`src/rtl/hd_muxb_sync.sv`:
```
`default_nettype none
// ============================================================================
// Module      : hd_muxb_sync
// Description : Registered N:1 data multiplexer with runtime-selectable output
//               polarity and a guarded valid/ready select-change handshake.
// Revision    : 1.0 - initial release
// ============================================================================
module hd_muxb_sync #(
    parameter  int WIDTH  = 1,
    parameter  int NUM_IN = 2,
    parameter  int GUARD  = 2,
    localparam int SELW   = (NUM_IN > 2) ? $clog2(NUM_IN) : 1
) (
    input  logic                    CK,
    input  logic                    RN,
    input  logic [NUM_IN*WIDTH-1:0] A,
    input  logic                    INV,
    input  logic [SELW-1:0]         SEL_REQ,
    input  logic                    SEL_VLD,
    output logic                    SEL_RDY,
    output logic                    SEL_ERR,
    output logic [SELW-1:0]         SEL_CUR,
    output logic                    BUSY,
    output logic [WIDTH-1:0]        Z
);

    localparam int            c_ndec   = 1 << SELW;
    localparam logic [SELW:0] c_num_in = (SELW + 1)'(NUM_IN);
    localparam logic [3:0]    c_guard  = 4'(GUARD);

    typedef enum logic [0:0] {
        S_LOCK = 1'b0,
        S_HOLD = 1'b1
    } state_t;

    state_t           r_state;
    state_t           w_state_nxt;
    logic [3:0]       r_cnt;
    logic [3:0]       w_cnt_nxt;
    logic [SELW-1:0]  r_pend;
    logic [SELW-1:0]  w_pend_nxt;
    logic [SELW-1:0]  r_cur;
    logic [SELW-1:0]  w_cur_nxt;
    logic             r_err;
    logic             w_err_nxt;
    logic [WIDTH-1:0] r_z;
    logic [WIDTH-1:0] w_z_nxt;

    logic [WIDTH-1:0] w_a [0:c_ndec-1];
    logic [WIDTH-1:0] w_sel_data;
    logic             w_req_ok;

    // Decode table padded to a power of two so any select value indexes safely.
    genvar gi;
    generate
        for (gi = 0; gi < c_ndec; gi++) begin : g_unpack
            if (gi < NUM_IN) begin : g_used
                assign w_a[gi] = A[gi*WIDTH +: WIDTH];
            end else begin : g_pad
                assign w_a[gi] = '0;
            end
        end
    endgenerate

    assign w_sel_data = w_a[r_cur];
    // An unknown request makes this compare unknown, which falls to the error branch.
    assign w_req_ok   = ({1'b0, SEL_REQ} < c_num_in);

    always_comb begin
        w_state_nxt = r_state;
        w_cnt_nxt   = r_cnt;
        w_pend_nxt  = r_pend;
        w_cur_nxt   = r_cur;
        w_err_nxt   = 1'b0;
        w_z_nxt     = r_z;
        case (r_state)
            S_LOCK: begin
                w_z_nxt = INV ? ~w_sel_data : w_sel_data;
                if (SEL_VLD) begin
                    if (w_req_ok) begin
                        if (SEL_REQ != r_cur) begin
                            w_pend_nxt  = SEL_REQ;
                            w_cnt_nxt   = c_guard;
                            w_state_nxt = S_HOLD;
                        end
                    end else begin
                        w_err_nxt = 1'b1;
                    end
                end
            end
            S_HOLD: begin
                if (r_cnt == 4'd0) begin
                    w_cur_nxt   = r_pend;
                    w_state_nxt = S_LOCK;
                end else begin
                    w_cnt_nxt = r_cnt - 4'd1;
                end
            end
            default: begin
                w_state_nxt = S_LOCK;
            end
        endcase
    end

    always_ff @(posedge CK or negedge RN) begin
        if (!RN) begin
            r_state <= S_LOCK;
            r_cnt   <= 4'd0;
            r_pend  <= '0;
            r_cur   <= '0;
            r_err   <= 1'b0;
            r_z     <= '0;
        end else begin
            r_state <= w_state_nxt;
            r_cnt   <= w_cnt_nxt;
            r_pend  <= w_pend_nxt;
            r_cur   <= w_cur_nxt;
            r_err   <= w_err_nxt;
            r_z     <= w_z_nxt;
        end
    end

    assign SEL_RDY = (r_state == S_LOCK);
    assign BUSY    = (r_state == S_HOLD);
    assign SEL_ERR = r_err;
    assign SEL_CUR = r_cur;
    assign Z       = r_z;

endmodule
`default_nettype wire

```
`config.mk`:
```
export PLATFORM = sky130hd
export DESIGN_NAME = hd_muxb_sync
export DESIGN_NICKNAME = d
export VERILOG_FILES = /design/src/rtl/hd_muxb_sync.sv
export SDC_FILE = /design/constraint.sdc
export NUM_CORES = 1
export LEC_CHECK = 0
export ABC_AREA = 0
export CAP_MARGIN = 40
export CORE_AREA = 2 2 39 41
export DETAILED_ROUTE_END_ITERATION = 7
export DIE_AREA = 0 0 41 43
export GPL_TIMING_DRIVEN = 0
export PLACE_DENSITY = 0.61
export RECOVER_POWER = 50
export SLEW_MARGIN = 20
export SYNTH_ARGS = -nofsm -noshare
export SYNTH_HDL_FRONTEND = slang
export SYNTH_SLANG_ARGS = --single-unit
```
`constraint.sdc`:
```
create_clock -name CK -period 1.7 [get_ports CK]
set_input_delay 0.255 -clock CK [delete_from_list [all_inputs] [get_ports CK]]
set_output_delay 0.255 -clock CK [all_outputs]
set_load 0.05 [all_outputs]
```
# After elaboration in Yosys (flattened, before gate mapping)
# Index checks and enable logic that the tools add are counted.
# totals
register_bits	8
inputBits	7
out_inout_bits	5
# classes
reduce_logical	4
bitwise	3
n_eq_ne	4
n_addsub	1
magnitude_cmp	1
n_mux	12
# op_table
operator	n
two-way mux 4 bit	3
one-hot mux 4 bit (2 select lines)	1
two-way mux 1 bit	7
AND reduction 3 bit	2
zero test 4 bit	1
!= test 2 bit (second input constant)	2
subtractor 4 x 1 -> 4 bit (second input constant)	1
>= comparator 2 bit (second input constant)	1
!= test 2 x 1 -> 1 bit (second input constant)	1
inverter 1 bit	2
inverter 1 -> 2 bit	1
one-hot mux 1 bit (2 select lines)	1
AND reduction 2 bit	1
!= test 1 bit	1

# Logic depth before layout (Yosys ltp)
# depth
depth_word	6
depth_mapped	5
ltp_nobuf	5

# Least setup slack after synthesis
# OpenSTA, ideal clock, no wires.
# synth_path
path_kind	reg-to-reg
start	register r_state (netlist: BUSY)
end	register r_cnt[0]
path_buffers	0
required_ns	1.576
slack_ns	0.208
stages_incl_launch_ff	4
setup_time_ns	0.124
arrival_time_ns	1.369
path_cell_list	dfrtp_1 -> inv_1 -> nor3_1 -> a211o_1
# synth_via
elab_chain_len	3
word_cells_on_any_way	6
# synth_rtl
item	line	text
from (decl)	36	state_t r_state;
from (signal assigned)	114	r_state <= w_state_nxt;
inverter 1 bit (no source line) (*)	n/a	
via SEL_RDY	20	output logic SEL_RDY,
!= test 2 x 1 -> 1 bit (no source line) or != test 2 bit (tied branches)	n/a	
AND reduction 3 bit (no source line)	n/a	
to (signal assigned)	115	r_cnt <= w_cnt_nxt;
to (decl)	38	logic [3:0] r_cnt;
# The timed path passes the listed nets; every way through them passes the cells marked *.
# A chain may end at the register's enable or synchronous reset.

# Worst setup path in the final report
# layout_path
start	register r_state (netlist: BUSY)
end	output port BUSY
# layout_rtl
item	line	text
to (decl)	23	output logic BUSY,
# No word-level cell between the ends.

==> impl_metrics.ini <==
[clock_tree]
cts_hold_buffers = 0
cts-htree-levels = 1
cts_buffers = 3
clk_pin_slew_ps = 50
cts_sinks = 8
root_buffer = clkbuf_4
cts_resized = 2
cts_max_path_buffers = 2
clock_latency_ps = 250
postCtsSetupBuffers = 0
cts_tree = done

[routing]
drtAntennaViolNets = 0
drt_iter0_drc = 5
firstDrtPassIters = 4
finalWirelength_um = 805
wire_per_inst_um = 11.0
drc = 0
vias = 367
viasPerCell = 5.03

[finish]
finish.net_count = 67
drive_above_1_share_pct = 21.1
layout_common_cells = 8 x dfrtp_1, 7 x clkdlybuf4s50_1
layout_commonest_cell = dfrtp_1
area_delta_synth_final_pct = 31.0
final_cells = 73
antennaDiodeCount = 0
finish.utilization_pct = 42.8
final_cell_area_um2 = 592

[critical_path]
reg2reg_slack_ps = 170
crit_buf_inv = 1
startpoint_type = flip-flop
reg2reg_to = SEL_CUR$_DFFE_PN0P_
reg2reg_depth = 5
crit_family = buffers and inverters
crit_path_max_fanout = 3
cp-end-kind = output pin
crit_start = BUSY$_DFF_PN0_
required_ps = 1440
slowest_delay_ps = 810
crit_type = flip-flop to output pin
r2r-start = r_cnt[0]$_DFFE_PN0P_
crit_chain = clkdlybuf4s50_1
critPathSlowestCell = clkdlybuf4s50_1
arrival_ps = 1420

[power_and_ir_drop]
powerDensity_mw_per_mm2 = 1890
p_total_mw = 1.12
power_frac_seq_pct = 32.3
p_sw_mw = 0.504
power_frac_clock_pct = 12.6
switching_share_pct = 45.2
p_int_mw = 0.611
irDropWorstVdd_mv = 0.923
p_leak_nw = 0.274
combPwrFrac_pct = 55.0

[sta]
finalHoldViolations = 0
worst_pin_slew_ps = 496
drv_slew = 0
setup_viol = 0
slew_headroom_pct = 66.9
worst_slack_ps = 29.4
rsz0062_at_grt = no
period_needed_ps = 1670
finalCritPeriodShare_pct = 98.3
fmax_mhz = 599
final.setup_skew_ps = 6.98
holdWs_ps = 364
final.setup.tns_ps = 0

[synthesis]
synth_edf_count = 0
synthArstFlopShare_pct = 100
synthFlopType = dfrtp_1
synth_cell_types = 26
ys_warn_count = 0
synth_area_um2 = 452
synthesis.instances = 44
synth-seq-area-share_pct = 44.3
yosys_register_bits = 8
syn_nets = 52
syn_area_per_cell_um2 = 10.3

[grt]
grt_pass1_wl_um = 1410
grtUsageTotal_pct = 12.6
antenna_found_initial = 0
grt_overflow = 0
grt_pass1_vias = 321
grt_max_degree = 11

[placement]
dpl.cell_count = 70
dp_slack_ps = 98.6
dpl.hpwl_um = 631
placed_area_um2 = 572
gp_congestion = 0.671
portBuffers = 10

[min_path]
hold_class = input port to asynchronous set/reset pin

[flow_run]
drv_cap = 0

[die]
die_y_um = 43
num_rows = 14
die_w_um = 41
coreArea_mm2 = 0.00138
ioPinCount = 12
die_area_mm2 = 0.00176
start_util_pct = 32.6

[run_status]
outcome = completed
## power by group through the flow
stage / combinational, mW / sequential, mW / clock [mW]
after global placement: 0.625 / 0.361 / 0
after detailed placement: 0.634 / 0.365 / 0
final: 0.614 / 0.361 / 0.141
after global routing: 0.674 / 0.377 / 0.160
after CTS: 0.623 / 0.361 / 0.146
after floorplan: 0.368 / 0.456 / 0
## kinds of logic (layout without fill, tap and decap cells)
family,Yosys count,count (layout),share of synthesized area [%]
AOI/OAI and AO/OA,11,11,16.9
buffers and inverters,5,18,5.26
adders and majority gates,1,1,2.77
muxes,3,3,7.76
DFF,8,8,44.3
and+or+nand+nor,13,13,18.3
xor gates and xnor gates,2,2,3.88
other,1,1,0.830
## synthesized netlist by cell type, types with 2 or more instances
cell type	number	area (µm²)
nor3_1	2	10.0
dfrtp_1	8	200
nand2_1	3	11.3
mux2i_1	2	20.0
inv_1	3	11.3
xor2_1	2	17.5
nor2_1	2	7.51
and3_2	2	15.0
o21ai_0	3	15.0
## cell type report
| class | instances | area [µm²] |
|---|---|---|
| fill | 137 | 792 |
| multi-input combinational | 31 | 228 |
| sequential | 8 | 200 |
| timing repair buffer | 10 | 97.6 |
| clock buffer | 3 | 22.5 |
| tap | 16 | 20.0 |
| buffer | 2 | 12.5 |
| inverter | 3 | 11.3 |
## flip-flops by register name (all words and copies together) (netlist names)
name and flops:
SEL_CUR 1, r_pend 1, BUSY 1, r_cnt 4, Z 1
## worst max-delay path by stage
stage | end | slack, ps | depth (start not counted)
after CTS | BUSY | 20 | 1
after global placement | SEL_RDY | 100 | 2
final | BUSY | 30 | 1
after detailed placement | SEL_RDY | 100 | 2
after floorplan | r_cnt[0]$_DFFE_PN0P_ | 210 | 3
after global routing | Z | 1 | 1
## worst reg2reg max path, delay by kind of cell, from the launching register on
family	cells	cell delay, ps
DFF	1	420
and+or+nand+nor	2	430
muxes	1	300
adders and majority gates	1	200
buffers and inverters	1	70
## routing by layer
| metal | wire [µm] | global-route usage, % | share of wire [%] |
|---|---|---|---|
| met3 | 71 | 3.14 | 8.8 |
| met5 | 0 | 0 | 0 |
| met1 | 375 | 18.3 | 47 |
| met2 | 325 | 14.1 | 40 |
| met4 | 33 | 12.0 | 4.1 |
No activity file was read; power rests on OpenSTA's default activity.
